[config.mk]
export PLATFORM = sky130hd
export DESIGN_NAME = bin_to_bcd_seq
export DESIGN_NICKNAME = d
export VERILOG_FILES = /design/src/rtl/bin_to_bcd_seq.sv
export SDC_FILE = /design/constraint.sdc
export NUM_CORES = 1
export LEC_CHECK = 0
export CORE_UTILIZATION = 55
export CTS_CLUSTER_SIZE = 10
export DETAILED_ROUTE_END_ITERATION = 16
export GPL_TIMING_DRIVEN = 0
export PLACE_DENSITY = 0.76
export SYNTH_ARGS = -nofsm -noshare
export SYNTH_HDL_FRONTEND = slang
export SYNTH_SLANG_ARGS = --single-unit
[constraint.sdc]
create_clock -name clk -period 2.1 [get_ports clk]
set_clock_uncertainty 0.05 [all_clocks]
set_input_delay 0.21 -clock clk [delete_from_list [all_inputs] [get_ports clk]]
set_output_delay 0.21 -clock clk [all_outputs]
set_load 0.05 [all_outputs]
[src/rtl/bin_to_bcd_seq.sv]
// Sequential binary-to-BCD converter (double-dabble, one bit per clock).
// Produces packed BCD digits, a leading-zero blanking mask and an overflow
// flag; the visible result only changes on commit, never mid-conversion.
module bin_to_bcd_seq #(
    parameter int WIDTH  = 8,
    parameter int DIGITS = 4
) (
    input  logic                  clk,
    input  logic                  reset_n,
    input  logic                  start,
    input  logic [WIDTH-1:0]      bin_in,
    output logic                  busy,
    output logic                  done,
    output logic [DIGITS*4-1:0]   bcd_out,
    output logic [DIGITS-1:0]     blank_out,
    output logic                  overflow
);

    localparam int BW = DIGITS * 4;
    localparam int CW = $clog2(WIDTH + 1);
    // Blanking mask of the value zero: every digit blank except digit 0.
    localparam logic [DIGITS-1:0] BLANK_ZERO = ~DIGITS'(1);

    typedef enum logic {
        IDLE  = 1'b0,
        SHIFT = 1'b1
    } state_t;

    state_t            state_q, state_d;
    logic [WIDTH-1:0]  bin_q, bin_d;
    logic [BW-1:0]     bcd_q, bcd_d;
    logic              ovf_acc_q, ovf_acc_d;
    logic [CW-1:0]     cnt_q, cnt_d;
    logic [BW-1:0]     bcd_out_q, bcd_out_d;
    logic [DIGITS-1:0] blank_q, blank_d;
    logic              ovf_q, ovf_d;
    logic              done_q, done_d;

    logic [BW-1:0]       adj;
    logic [BW+WIDTH-1:0] shifted;
    logic [BW-1:0]       shift_bcd;
    logic [WIDTH-1:0]    shift_bin;
    logic                spill;
    logic [DIGITS-1:0]   blank_shift;
    logic                zero_above;

    // Add-3 correction on every nibble that would exceed 9 after doubling.
    generate
        for (genvar gi = 0; gi < DIGITS; gi++) begin : g_adj
            assign adj[gi*4 +: 4] = (bcd_q[gi*4 +: 4] >= 4'd5) ?
                                    (bcd_q[gi*4 +: 4] + 4'd3) :
                                    bcd_q[gi*4 +: 4];
        end
    endgenerate

    // The top bit of the corrected accumulator is lost by the shift; if it
    // is ever set, the value needs more digits than are available.
    assign shifted   = {adj, bin_q} << 1;
    assign shift_bcd = shifted[BW+WIDTH-1:WIDTH];
    assign shift_bin = shifted[WIDTH-1:0];
    assign spill     = adj[BW-1];

    // Leading-zero mask of the value about to be committed (digit 0 never blank).
    always_comb begin
        blank_shift = '0;
        zero_above  = 1'b1;
        for (int i = DIGITS - 1; i >= 1; i--) begin
            zero_above     = zero_above & (shift_bcd[i*4 +: 4] == 4'd0);
            blank_shift[i] = zero_above;
        end
    end

    // Next-state and datapath control for the two-state converter.
    always_comb begin
        state_d   = state_q;
        bin_d     = bin_q;
        bcd_d     = bcd_q;
        ovf_acc_d = ovf_acc_q;
        cnt_d     = cnt_q;
        bcd_out_d = bcd_out_q;
        blank_d   = blank_q;
        ovf_d     = ovf_q;
        done_d    = 1'b0;
        case (state_q)
            IDLE: begin
                if (start) begin
                    bin_d     = bin_in;
                    bcd_d     = '0;
                    ovf_acc_d = 1'b0;
                    cnt_d     = CW'(WIDTH);
                    state_d   = SHIFT;
                end
            end
            SHIFT: begin
                bin_d     = shift_bin;
                bcd_d     = shift_bcd;
                ovf_acc_d = ovf_acc_q | spill;
                cnt_d     = cnt_q - CW'(1);
                if (cnt_q == CW'(1)) begin
                    state_d = IDLE;
                    done_d  = 1'b1;
                    ovf_d   = ovf_acc_d;
                    if (ovf_acc_d) begin
                        bcd_out_d = {DIGITS{4'h9}};
                        blank_d   = '0;
                    end else begin
                        bcd_out_d = shift_bcd;
                        blank_d   = blank_shift;
                    end
                end
            end
            default: state_d = IDLE;
        endcase
    end

    // State and result registers; reset aborts any conversion in flight.
    always_ff @(posedge clk or negedge reset_n) begin
        if (!reset_n) begin
            state_q   <= IDLE;
            bin_q     <= '0;
            bcd_q     <= '0;
            ovf_acc_q <= 1'b0;
            cnt_q     <= '0;
            bcd_out_q <= '0;
            blank_q   <= BLANK_ZERO;
            ovf_q     <= 1'b0;
            done_q    <= 1'b0;
        end else begin
            state_q   <= state_d;
            bin_q     <= bin_d;
            bcd_q     <= bcd_d;
            ovf_acc_q <= ovf_acc_d;
            cnt_q     <= cnt_d;
            bcd_out_q <= bcd_out_d;
            blank_q   <= blank_d;
            ovf_q     <= ovf_d;
            done_q    <= done_d;
        end
    end

    assign busy      = (state_q == SHIFT);
    assign done      = done_q;
    assign bcd_out   = bcd_out_q;
    assign blank_out = blank_q;
    assign overflow  = ovf_q;

endmodule

==> reports/summary.md, run 1 <==
The fraction of registers with async set/reset was 1.00; the part of the Yosys area used for sequential elements was 0.487. The total half-perimeter wirelength after legalization and detailed placement was 3.94 mm. The remaining max-slew budget at the tightest pin was 0.515. The final reports fail on design-rule violations.

The run gives 0.331 as the sequential share of power. The tools report the antenna diode count as 0. The highest fanout seen on the critical path is 6, and the total design power is 5.25 mW. The total power density per cell area came out at 1660 nW/um2. TritonCTS built the clock tree. During synthesis, Yosys emitted a total of 0 warnings. Minimum hold slack: 0.290 ns. At the placement stage, the worst setup path has a slack of -0.0857 ns. The smallest clock period supported by the final layout is computed as 1.99 ns.

For this run, design rule violations remaining after detail routing come to 5. The slowest cell on the critical path was sky130_fd_sc_hd__dfrtp_2. In this run the power spent charging and discharging nets is 2.49 mW. The number of vias per cell works out to 5.64. The share of layout cells above drive strength 1 works out to 0.122. The core region is 4470 um2. The worst setup path is launched from a flop. For this run, the leading register cell type out of synthesis is sky130_fd_sc_hd__dfrtp_1.

The count of unique library cells instantiated by Yosys is 43, and the maximum clock rate is 502 MHz. The die covers 5060 um2. Across the run, the number of max-cap violations was 0.

The switching part of the total power is 0.474, and the length of the first detailed-routing pass in iterations is 11. The starting density of the core came out at 0.588. Wire length per cell after detailed routing: 15.5 um. The finished cells cover 3160 um2. The delay contributed by the slowest stage of the critical path works out to 0.46 ns. At the pin with the least slew margin, the transition time is 0.728 ns. The cell area that synthesis handed to floorplanning was 2630 um2. STA puts the critical path data arrival time at 2.20 ns. The tools report the number of antenna violations at the first check in global routing as 0.

The post-route clock period utilization works out to 0.949. The combined global-route utilization of all metal layers was 0.253; the relative contribution of the clock network to total power was 0.106. The die is 71.2 um tall. A synthesized cell averages 9.78 um2.

In the synthesized netlist, the number of instances is 269. The floorplan has 24 rows. Port buffering added 31 buffers. The run gives 2010 as the via count of the first global-routing pass.

For the clock buffer count from CTS, the log shows 5. The number of top-level pins is 34, and the count of final setup violators is 0. Setup repair after global routing left no endpoint under its margin. Relative to the synthesized area, the layout overhead comes to 20.2%. The first global-routing pass estimated 9.78 mm of wire.

Cell internal power was estimated by the tool at 2.76 mW. For the worst-skew pair, the clock arrives at the later sink with an insertion delay of 0.31 ns. The root buffer cell chosen for the clock tree is sky130_fd_sc_hd__clkbuf_8. For the number of DRC markers after the initial detailed-route iteration, the log shows 149. Walking the worst path, the cells encountered are inv_1 -> ha_2 -> nand2b_1 -> a21oi_4 -> nand3_2 -> a2111oi_4 -> a32o_2.

In this run the cell area measured after placement is 3020 um2. VDD sags by at most 1030 uV. Synthesis inferred 51 register bits. The run gives 51 as the number of clock sinks.

The class of the tightest hold or removal check was input pin to flop. The number of nets in the synthesized netlist is 290. At the end of the flow, the number of nets in the layout was 332.

The proportion of power drawn by combinational gates came out at 0.563. Once layout is complete, the cells apart from fillers number 364. The critical path is of the flop to flop type. The library cell used most frequently in the layout, excluding fill and tap cells, is sky130_fd_sc_hd__dfrtp_1.

The run finished, with violations left. The tools report the max-slew violation count as 0. The die extent in x is 71.2 um. CTS built an H-tree with a depth of 2. In the layout the commonest cells are sky130_fd_sc_hd__dfrtp_1, sky130_fd_sc_hd__nand2_1, sky130_fd_sc_hd__clkdlybuf4s50_1, sky130_fd_sc_hd__mux2i_1, sky130_fd_sc_hd__nor2_1. The maximum number of buffers from clock root to sink is 2. Once placement completed, the tool counted placed cells totaling 353. The number of enable flip-flop cells after synthesis was 0. Maximum number of pins on one net before global-route repair: 28. After layout, the worst setup slack is 0.108 ns. Summed over all layers, the global routing overflow is 0. Routability-driven placement finished with a final weighted congestion of 0.830. After clock tree synthesis, the clock-pin slew on the worst setup and hold paths is 0.09 ns.

The total detailed-routing wirelength is 5.64 mm. The analysis attributes to cell leakage a power of 1.43 nW. The count of nets left with antenna violations once routing finished came out at 0. The run gives 2054 as the number of vias in the routed layout. Data on the critical path is required at its endpoint by 2.31 ns.

The run gives 0 as the count of final hold-check violations. STA classifies the critical path endpoint as a flop.
==> flip-flops by register name, indices dropped and copies added (netlist names) <==
signal	count
cnt_q	4
ovf_acc_q	1
overflow	1
busy	1
bcd_q	16
blank_out	3
bin_q	8
done	1
bcd_out	16
==> power by group through the flow <==
stage	combinational, mW	clock, mW	sequential (mW)
after floorplan	1.61	0	2.19
after global placement	2.78	0	1.72
after detailed placement	2.84	0	1.74
after CTS	2.90	0.572	1.73
after global routing	3.25	0.612	1.81
final	2.95	0.556	1.74
==> worst max-delay path: cells and delay by family, from the launching register on <==
family | cells | cell delay [ns]
AOI/OAI and AO/OA | 3 | 0.83
adders and majority gates | 1 | 0.22
buffers and inverters | 1 | 0.14
DFF | 1 | 0.46
and+or+nand+nor | 2 | 0.23
==> layer usage <==
| layer | GRT usage | vias up | wire [um] |
|---|---|---|---|
| met5 | 0 | - | 0 |
| met4 | 0.0733 | 0 | 63 |
| met3 | 0.0385 | 6 | 231 |
| met2 | 0.423 | 55 | 2720 |
| met1 | 0.342 | 990 | 2630 |
| li1 | - | 1003 | - |
==> synth_stat cells, types with 2 or more instances <==
cell	number	area (um2)
sky130_fd_sc_hd__o21ai_0	14	70.1
sky130_fd_sc_hd__buf_1	2	7.51
sky130_fd_sc_hd__dfstp_2	3	78.8
sky130_fd_sc_hd__o31ai_1	8	60.1
sky130_fd_sc_hd__mux2i_1	19	190
sky130_fd_sc_hd__xnor2_1	5	43.8
sky130_fd_sc_hd__nor3_1	3	15.0
sky130_fd_sc_hd__nand3_1	9	45.0
sky130_fd_sc_hd__nor3b_1	6	45.0
sky130_fd_sc_hd__inv_1	11	41.3
sky130_fd_sc_hd__o21ai_2	3	26.3
sky130_fd_sc_hd__nor2_1	17	63.8
sky130_fd_sc_hd__dfrtp_1	48	1200
sky130_fd_sc_hd__a31oi_1	5	31.3
sky130_fd_sc_hd__buf_6	2	22.5
sky130_fd_sc_hd__clkbuf_1	8	30.0
sky130_fd_sc_hd__nand2b_1	10	62.6
sky130_fd_sc_hd__o21ai_1	3	15.0
sky130_fd_sc_hd__a21oi_2	2	17.5
sky130_fd_sc_hd__ha_1	10	125
sky130_fd_sc_hd__buf_2	3	15.0
sky130_fd_sc_hd__a21oi_1	13	65.1
sky130_fd_sc_hd__a22o_1	2	17.5
sky130_fd_sc_hd__nand2_1	44	165
==> through the flow <==
stage	TNS, ns	util
global route	0	0.706
detailed placement	-0.485	0.675
CTS	0	0.700
finish	0	0.706
global placement	-37.48	0.672
floorplan	0	-
==> final timing paths <==
path	slack, ns	cells after the start	startpoint	end
max in group asynchronous	1.00	3	reset_n	blank_out[1]$_DFFE_PN1P_
setup / recovery	0.11	7	bcd_q[8]$_DFFE_PN0P_	blank_out[1]$_DFFE_PN1P_
min in group asynchronous	0.38	2	reset_n	bcd_out[9]$_DFFE_PN0P_
setup reg to reg	0.11	7	bcd_q[8]$_DFFE_PN0P_	blank_out[1]$_DFFE_PN1P_
hold / removal	0.29	3	start	bin_q[5]$_DFFE_PN0P_
hold reg to reg	0.42	2	bcd_out[9]$_DFFE_PN0P_	bcd_out[9]$_DFFE_PN0P_
==> repair_timing <==
item                                    in CTS  in global routing
endpoints found under the setup margin      11                  9
resized for setup                            2                  8
pin swaps                                    1                  2
setup buffers                                1                  1
hold endpoints to repair                    22                  0
hold buffers                                 1                  0
gates cloned                                 0                  0
==> final cells by class <==
class | count | area, um2
multi-input combinational | 190 | 1250
tap | 52 | 65.1
clock buffer | 6 | 72.6
sequential | 51 | 1280
buffer | 16 | 85.1
fill | 373 | 1310
timing repair buffer | 35 | 350
inverter | 12 | 45.0
clock inverter | 2 | 12.5
==> cells by family (layout without fill, tap and decap cells) <==
family / Yosys count / count (layout) / synth area share
AOI/OAI and AO/OA: 59 / 59 / 0.152
xor gates and xnor gates: 6 / 6 / 0.0200
adders and majority gates: 10 / 10 / 0.0476
buffers and inverters: 28 / 71 / 0.0485
DFF: 51 / 51 / 0.487
muxes: 19 / 19 / 0.0723
other: 1 / 1 / 0.00143
and+or+nand+nor: 95 / 95 / 0.171
Note: power is estimated with default switching activity, not from simulation.
==> run 2, diff against run 1 <==
--- a/config.mk
+++ b/config.mk
@@ -5,6 +5,7 @@
 export SDC_FILE = /design/constraint.sdc
 export NUM_CORES = 1
 export LEC_CHECK = 0
+export ABC_CLOCK_PERIOD_IN_PS = 2100
 export CORE_UTILIZATION = 55
 export CTS_CLUSTER_SIZE = 10
 export DETAILED_ROUTE_END_ITERATION = 16
==> results of run 2 <==
The final DEF is identical to that of run 1; final timing and power are the same.
==> run 3, diff against run 2 <==
--- a/config.mk
+++ b/config.mk
@@ -6,6 +6,7 @@
 export NUM_CORES = 1
 export LEC_CHECK = 0
 export ABC_CLOCK_PERIOD_IN_PS = 2100
+export CAP_MARGIN = 20
 export CORE_UTILIZATION = 55
 export CTS_CLUSTER_SIZE = 10
 export DETAILED_ROUTE_END_ITERATION = 16
==> results of run 3 <==
The final DEF is identical to that of run 1; final timing and power are the same.
